$ cat src/rtl/wb_reg_slave.sv
// Wishbone pipelined register slave: ID, LED, button status, write counter, scratch.
// Define WB_REG_SLAVE_ERR_EN to answer out-of-range accesses with err instead of ack.
module wb_reg_slave #(
    parameter int          NREGS    = 8,
    parameter logic [31:0] ID_VALUE = 32'h5742_0001,
    parameter int          LED_W    = 8
) (
    input  logic             i_clk,
    input  logic             i_reset_n,
    input  logic             i_wb_cyc,
    input  logic             i_wb_stb,
    input  logic             i_wb_we,
    input  logic [29:0]      i_wb_addr,
    input  logic [31:0]      i_wb_data,
    input  logic [3:0]       i_wb_sel,
    output logic             o_wb_stall,
    output logic             o_wb_ack,
    output logic             o_wb_err,
    output logic [31:0]      o_wb_data,
    input  logic             i_button,
    output logic [LED_W-1:0] o_leds
);

    localparam int AW = $clog2(NREGS);
    localparam logic [AW-1:0] IDX_ID   = AW'(0);
    localparam logic [AW-1:0] IDX_LED  = AW'(1);
    localparam logic [AW-1:0] IDX_BTN  = AW'(2);
    localparam logic [AW-1:0] IDX_WCNT = AW'(3);

`ifdef WB_REG_SLAVE_ERR_EN
    localparam bit ERR_EN = 1'b1;
`else
    localparam bit ERR_EN = 1'b0;
`endif

    function automatic logic [31:0] merge(
        input logic [31:0] old,
        input logic [31:0] din,
        input logic [3:0]  sel
    );
        logic [31:0] r;
        r = old;
        for (int b = 0; b < 4; b++)
            if (sel[b]) r[8*b +: 8] = din[8*b +: 8];
        return r;
    endfunction

    logic [AW-1:0]    idx;
    logic             in_range;
    logic             accept;
    logic             wr;
    logic [LED_W-1:0] led_q;
    logic [31:0]      wcnt;
    logic [31:0]      scr [NREGS];
    logic             btn_meta, btn_sync, btn_prev;
    logic             btn_flag;
    logic             btn_rise;
    logic             btn_clr;
    logic [31:0]      rdata;
    logic [31:0]      led_new;
    logic             ack_q, err_q;
    logic [31:0]      data_q;

    assign idx      = i_wb_addr[AW-1:0];
    assign in_range = ~|i_wb_addr[29:AW];
    assign accept   = i_wb_cyc & i_wb_stb;
    assign wr       = accept & i_wb_we & in_range;
    assign btn_rise = btn_sync & ~btn_prev;
    assign btn_clr  = wr & (idx == IDX_BTN) & i_wb_sel[0] & i_wb_data[1];
    assign led_new  = merge(32'(led_q), i_wb_data, i_wb_sel);

    // Combinational read reflects writes committed at the previous edge
    always_comb begin
        rdata = '0;
        if (in_range) begin
            if (idx == IDX_ID)
                rdata = ID_VALUE;
            else if (idx == IDX_LED)
                rdata = 32'(led_q);
            else if (idx == IDX_BTN)
                rdata = {30'd0, btn_flag, btn_sync};
            else if (idx == IDX_WCNT)
                rdata = wcnt;
            else
                rdata = scr[idx];
        end
    end

    always_ff @(posedge i_clk or negedge i_reset_n) begin
        if (!i_reset_n) begin
            led_q    <= '0;
            wcnt     <= '0;
            btn_meta <= 1'b0;
            btn_sync <= 1'b0;
            btn_prev <= 1'b0;
            btn_flag <= 1'b0;
            for (int i = 0; i < NREGS; i++) scr[i] <= '0;
        end else begin
            btn_meta <= i_button;
            btn_sync <= btn_meta;
            btn_prev <= btn_sync;
            btn_flag <= btn_rise | (btn_flag & ~btn_clr);
            if (wr && idx == IDX_LED)
                led_q <= led_new[LED_W-1:0];
            if (wr && idx >= AW'(4))
                scr[idx] <= merge(scr[idx], i_wb_data, i_wb_sel);
            if (wr && idx == IDX_WCNT) begin
                if (|i_wb_sel) wcnt <= merge(wcnt, 32'd0, i_wb_sel);
            end else if (wr) begin
                wcnt <= wcnt + 32'd1;
            end
        end
    end

    always_ff @(posedge i_clk or negedge i_reset_n) begin
        if (!i_reset_n) begin
            ack_q  <= 1'b0;
            err_q  <= 1'b0;
            data_q <= '0;
        end else begin
            ack_q  <= accept & (in_range | ~ERR_EN);
            err_q  <= accept & ~in_range & ERR_EN;
            data_q <= (accept & ~i_wb_we) ? rdata : 32'd0;
        end
    end

    // Dropping cyc in the response cycle aborts the answer
    assign o_wb_stall = 1'b0;
    assign o_wb_ack   = ack_q & i_wb_cyc;
    assign o_wb_data  = o_wb_ack ? data_q : 32'd0;
    assign o_leds     = led_q;

`ifdef WB_REG_SLAVE_ERR_EN
    assign o_wb_err = err_q & i_wb_cyc;
`else
    assign o_wb_err = 1'b0;
    logic unused_err;
    assign unused_err = err_q;
`endif

endmodule

$ cat config.mk
export PLATFORM = sky130hd
export DESIGN_NAME = wb_reg_slave
export DESIGN_NICKNAME = d
export VERILOG_FILES = /design/src/rtl/wb_reg_slave.sv
export SDC_FILE = /design/constraint.sdc
export NUM_CORES = 1
export LEC_CHECK = 0
export BUFFER_PORTS_ARGS = -buffer_cell sky130_fd_sc_hd__buf_2
export CAP_MARGIN = 40
export CORE_AREA = 2 2 213 215
export DETAILED_ROUTE_END_ITERATION = 7
export DIE_AREA = 0 0 215 217
export HOLD_SLACK_MARGIN = 0.12
export PLACE_DENSITY = 0.5
export SYNTH_ARGS = -nofsm -noshare
export SYNTH_HDL_FRONTEND = slang
export SYNTH_SLANG_ARGS = --single-unit
$ cat constraint.sdc
create_clock -name i_clk -period 2.37 [get_ports i_clk]
set_input_delay 0.474 -clock i_clk [delete_from_list [all_inputs] [get_ports i_clk]]
set_output_delay 0.474 -clock i_clk [all_outputs]
set_load 0.01 [all_outputs]
Word level (Yosys, flattened, before mapping)
Index checks and enable logic that the tools add are counted.

Flip-flop bits (word level): 333. Bits of input ports: 72.

Add/subtract/negate cells: 1. $lt $le $gt $ge: 3. Eq/ne operators: 8. Multiplexer cells: 28. Bitwise operators: 15. Reductions and logical operators: 14.

Operator list (count): $mux W32 (13); $bwmux W256 (1); $bmux W32 S3 (1); $demux W32 S3 (1); $mux W8 (12); $add A32 B1 Y32 const B (1); $reduce_or A27 Y1 (1); $reduce_and A3 Y1 (4); $and A1 B1 Y1 (10); $ne A2 B2 Y1 const B (4); $eq A3 B2 Y1 const B (2); $ge A4 B4 Y1 const B (1); $logic_and A1 B1 Y1 (4); $lt A4 B1 Y1 const B (1); $not A3 Y4 (1); $reduce_or A4 Y1 (1); $eq A3 B1 Y1 const B (1); $ge A3 B3 Y1 const B (1); $logic_not A3 Y1 (1); $not A1 Y1 (3); $ne A2 B1 Y1 const B (1); $reduce_and A2 Y1 (1); $reduce_bool A2 Y1 (1); $logic_not A1 Y1 (1); $or A1 B1 Y1 (1).

Logic depth before layout (Yosys ltp)
Depth in word-level cells: 10. Gate-level depth with buffers: 9. Depth with buffers taken out: 6.

Worst setup path after synthesis
Ideal clock, no wire load.

Path kind: input port to flip-flop. Start: in i_wb_addr[1]. End: reg scr[23] (netlist bit). Library setup time: 0.125 ns. Data arrival time: 2.087 ns. Required time: 2.245 ns. Slack: 0.158 ns. Cell stages on the path: 6. Path buffers: 2. Cell sequence: buf_2 -> buf_1 -> mux4_2 -> mux2_2 -> mux2_4 -> mux2_2.

Longest elaborated chain between the ends: 7. Elaborated cells on any way between the ends: 14. Classes of those cells: order compare: 3; mux: 8; bitwise: 1; reduce/logical: 2.

Ends and longest elaborated chain: from (decl) (line 13) `input logic [29:0] i_wb_addr,`; $not A3 Y4 (implied by the code) (line 106) `scr[idx] <= merge(scr[idx], i_wb_data, i_wb_sel);`; $bmux W32 S3 (line 106); $mux W32 (implied by the code) (2 in series) (line 106); $mux W8 (line 44) `if (sel[b]) r[8*b +: 8] = din[8*b +: 8];`; $mux W8 (line 105) `if (wr && idx >= AW'(4))`; $bwmux W256 (line 106); to (signal, indexed assignment) (line 106); to (decl) (line 54) `logic [31:0] scr [NREGS];`.

Several ways; a longest one is shown, not always the timed one. The select of a mux whose other input is x is not followed. A chain may end at the register's enable or synchronous reset.

Worst setup path after layout
Start: reg wcnt[0]. End: reg wcnt[26].

Longest elaborated chain between the ends: 3.

Ends and longest elaborated chain: from (decl) (line 53) `logic [31:0] wcnt;`; from (signal assigned) (line 108) `if (|i_wb_sel) wcnt <= merge(wcnt, 32'd0, i_wb_sel);`; from (signal assigned) (line 110) `wcnt <= wcnt + 32'd1;`; $add A32 B1 Y32 (line 110); $mux W32 (line 109) `end else if (wr) begin`; $mux W32 (line 107) `if (wr && idx == IDX_WCNT) begin`.

Every way passes these cells. The select of a mux whose other input is x is not followed.

==> out/results.tsv <==
stage	metric	value	unit
outcome	status	completed	
sta	layout_setup_ws	0.2616	ns
yosys	synthTopCellsByArea	dfrtp_1, mux2_2, mux2_4	
cells_and_area	nets	1287	
clock_tree	cts_made_buffers	39	
grt	grt_max_degree	75	
sta	layout_min_cycle_time	2.108	ns
drt	via_per_inst	4.961	
sta	relSlewSlack	0.5101	
yosys	ys_seq_elements	333	
yosys	synth_cell_types	53	
floorplanning	rows	78	
grt	grt_pass1_vias	9755	
floorplanning	core	44700	µm²
yosys	synth_flop_cell	dfrtp_1	
sta	finalSetupViolCount	0	
setup_path	crit_path_end_kind	flip-flop	
power	leakage	8.989	nW
yosys	netlist_top_cells_count	dfrtp_1, clkbuf_1, mux2_2	
yosys	synth_edf_count	0	
yosys	syn_area_per_cell	13.42	µm²
clock_tree	clkTransAtPathRegs	0.06	ns
drt	dr.pass1.iters	5	
power	peakVddDrop	0.0003952	V
floorplanning	die_x	215	µm
cells_and_area	finalNonFillerCells	1843	
floorplanning	die_area	46660	µm²
setup_path	start_kind	flip-flop	
grt	grt_pass1_wl	59300	µm
min_path	min_from	i_wb_data[3]	
sta	fin_crit_sh	0.8896	
sta	rsz0062_at_grt	no	
yosys	synth.most_common_cell	dfrtp_1	
grt	grt_usage	0.1645	
setup_path	worstPathArrival	2.58	ns
yosys	synth-async-reset-ratio	1.000	
sta	drv_slew	0	
cells_and_area	final_area	18330	µm²
setup_path	r2r_start	wcnt[0]	
power	power_density	688.0	nW/µm²
sta	clock_skew	0.01746	ns
grt	busiest_layer	met2	
drt	wl	37470	µm
min_path	hold-path-endpoint	o_leds[3]	
yosys	synth_seq_area_share	0.5410	
setup_path	critPathKind	flip-flop to flip-flop	
power	swShare	0.2227	
cells_and_area	diodes	0	
placement	placedCellCount	1771	
sta	worstMarginPinSlew	0.7316	ns
drt	drt-initial-drc-count	414	
setup_path	r2r_cells	6	
power	p_clk_frac	0.500	
yosys	synth_top_area_frac	0.5410	
placement	pre_cts_slack	-0.1987	ns
cells_and_area	layout-drive-gt1-share	0.4159	
clock_tree	cts_tree	yes	
min_path	min_path_cells	2	
floorplanning	pin_count	115	
grt	grtUsageMet2	0.2551	
yosys	synth_largest_area_cell	dfrtp_1	
power	p_total	12.61	mW
cells_and_area	area_delta_synth_final	18.99	%
drt	drc	0	
setup_path	rrSetupSlack	0.26	ns
drt	routedWlPerCell	20.33	µm
drt	antenna_left	0	
placement	place.gp.congestion	0.7840	
setup_path	r2r_end	wcnt[26]	
sta	timing.fmax	0.4743	GHz
grt	met1_usage	0.2380	
floorplanning	chipHeight	217	µm
flow_run	maxCapViolCount	0	
min_path	hold_path.class	input port to flip-flop	
floorplanning	start_util	0.3446	
grt	overflow	0	
sta	hold_viol_final	0	
clock_tree	clock_latency	0.56	ns
clock_tree	cts-root-buf	clkbuf_16	
power	pwr-share-seq	0.451	
yosys	synth_area	15400	µm²
cells_and_area	nFillCells	4194	
grt	use_met3	0.03368	
placement	place_area	16950	µm²
clock_tree	clock_sinks	333	
power	p_int	9.803	mW
grt	antenna_found_initial	1	
clock_tree	clock_path_buffers	3	
sta	setup_tns	0	ns
power	switchingPower	2.808	mW
clock_tree	post-cts-setup-buffers	0	
clock_tree	htree_levels	2	
setup_path	path_max_fanout	7	
placement	io_buffers	112	
yosys	synthCells	1148	
yosys	ys_warn_count	0	
drt	vias	9143	
setup_path	required	2.84	ns
placement	hpwl	25560	µm
power	p_comb_frac	0.048	
==> per-stage QoR <==
step / utilization / hold WS [ns]
2_1_floorplan: - / 0.1784
3_3_place_gp: 0.3791 / 0.3570
3_5_place_dp: 0.3791 / 0.3577
4_1_cts: 0.4100 / 0.1534
5_1_grt: 0.4101 / 0.1616
6_report: 0.4101 / 0.1813
==> worst max-delay path by stage <==
stage            startpoint  endpoint  slack [ns]  depth (start not counted)
2_1_floorplan  i_wb_addr[1]   scr[23]        0.16                          6
3_3_place_gp   i_wb_addr[0]   scr[95]       -0.15                          6
3_5_place_dp   i_wb_addr[5]   scr[68]       -0.20                          8
4_1_cts             wcnt[0]  wcnt[26]        0.19                          6
5_1_grt             wcnt[0]  wcnt[28]        0.08                          6
6_report            wcnt[0]  wcnt[26]        0.26                          6
==> area by class of cell <==
cell class | instances | area [µm²] | share of cell area
tap | 600 | 750.7 | 0.04096
clock buffer | 52 | 1075 | 0.05864
inverter | 13 | 48.80 | 0.002662
timing repair buffer | 225 | 1692 | 0.09229
clock inverter | 18 | 285.3 | 0.01556
sequential | 333 | 8333 | 0.4546
multi-input combinational | 602 | 6145 | 0.3352
==> logic make-up after synthesis <==
logic type      synth area share
simple gates             0.07384
fa+ha+maj              0.0008122
compound gates           0.05199
other cells            0.0002435
mux                       0.2702
buf+inv                  0.06198
flops                     0.5410
==> layout by cell type (no fill, tap or decap), types with 5 or more instances in the layout <==
cell type	n
a21oi_1	21
a221oi_1	7
a22o_1	6
a22oi_1	24
a32oi_1	5
and2_1	13
and3_1	41
and4_1	6
buf_12	21
buf_2	109
buf_4	92
bufinv_16	6
clkbuf_1	8
clkbuf_16	39
clkbuf_8	5
clkinv_2	6
dfrtp_1	333
inv_1	13
mux2_2	115
mux2_4	81
mux2i_1	7
mux4_1	37
mux4_2	27
nand2_1	32
nand3_1	19
nand4_1	15
nor2_1	49
nor3_1	5
nor4_1	10
o21ai_0	23
o21bai_1	5
o31ai_1	5
==> sequential cells by signal, indices dropped and copies added, names as in the netlist <==
| name | count |
|---|---|
| ack_q | 1 |
| btn_prev | 1 |
| data_q | 32 |
| btn_meta | 1 |
| scr | 256 |
| wcnt | 32 |
| o_leds | 8 |
| btn_flag | 1 |
| btn_sync | 1 |
==> critical path, cell delays in order, from the launching register on <==
cell and delay (ns):
dfrtp_1 0.45, ha_1 0.26, nand3_1 0.28, nor2_2 0.26
nand2_1 0.15, or4_1 0.49, a21oi_1 0.15
==> per-layer routing <==
metal / part of all wire / wire length (µm) / up-vias
met5: 0.00029 / 11 / -
met4: 0.014 / 526 / 2
met3: 0.047 / 1776 / 39
met2: 0.45 / 16850 / 197
met1: 0.49 / 18300 / 4664
li1: - / - / 4241
==> power by group through the flow <==
stage	clock [mW]	sequential (mW)	combinational [mW]
6_report	6.31	5.69	0.611
5_1_grt	6.74	5.69	0.673
4_1_cts	6.48	5.69	0.629
3_5_place_dp	0	5.79	0.625
3_3_place_gp	0	5.79	0.619
2_1_floorplan	0	5.80	0.265
==> timing repair <==
item,in CTS,in global routing
gates resized for setup,0,1
endpoints found under the hold margin,35,0
hold buffers,2,0
endpoints found under the setup margin,0,1
(Power assumes the default switching activity.)
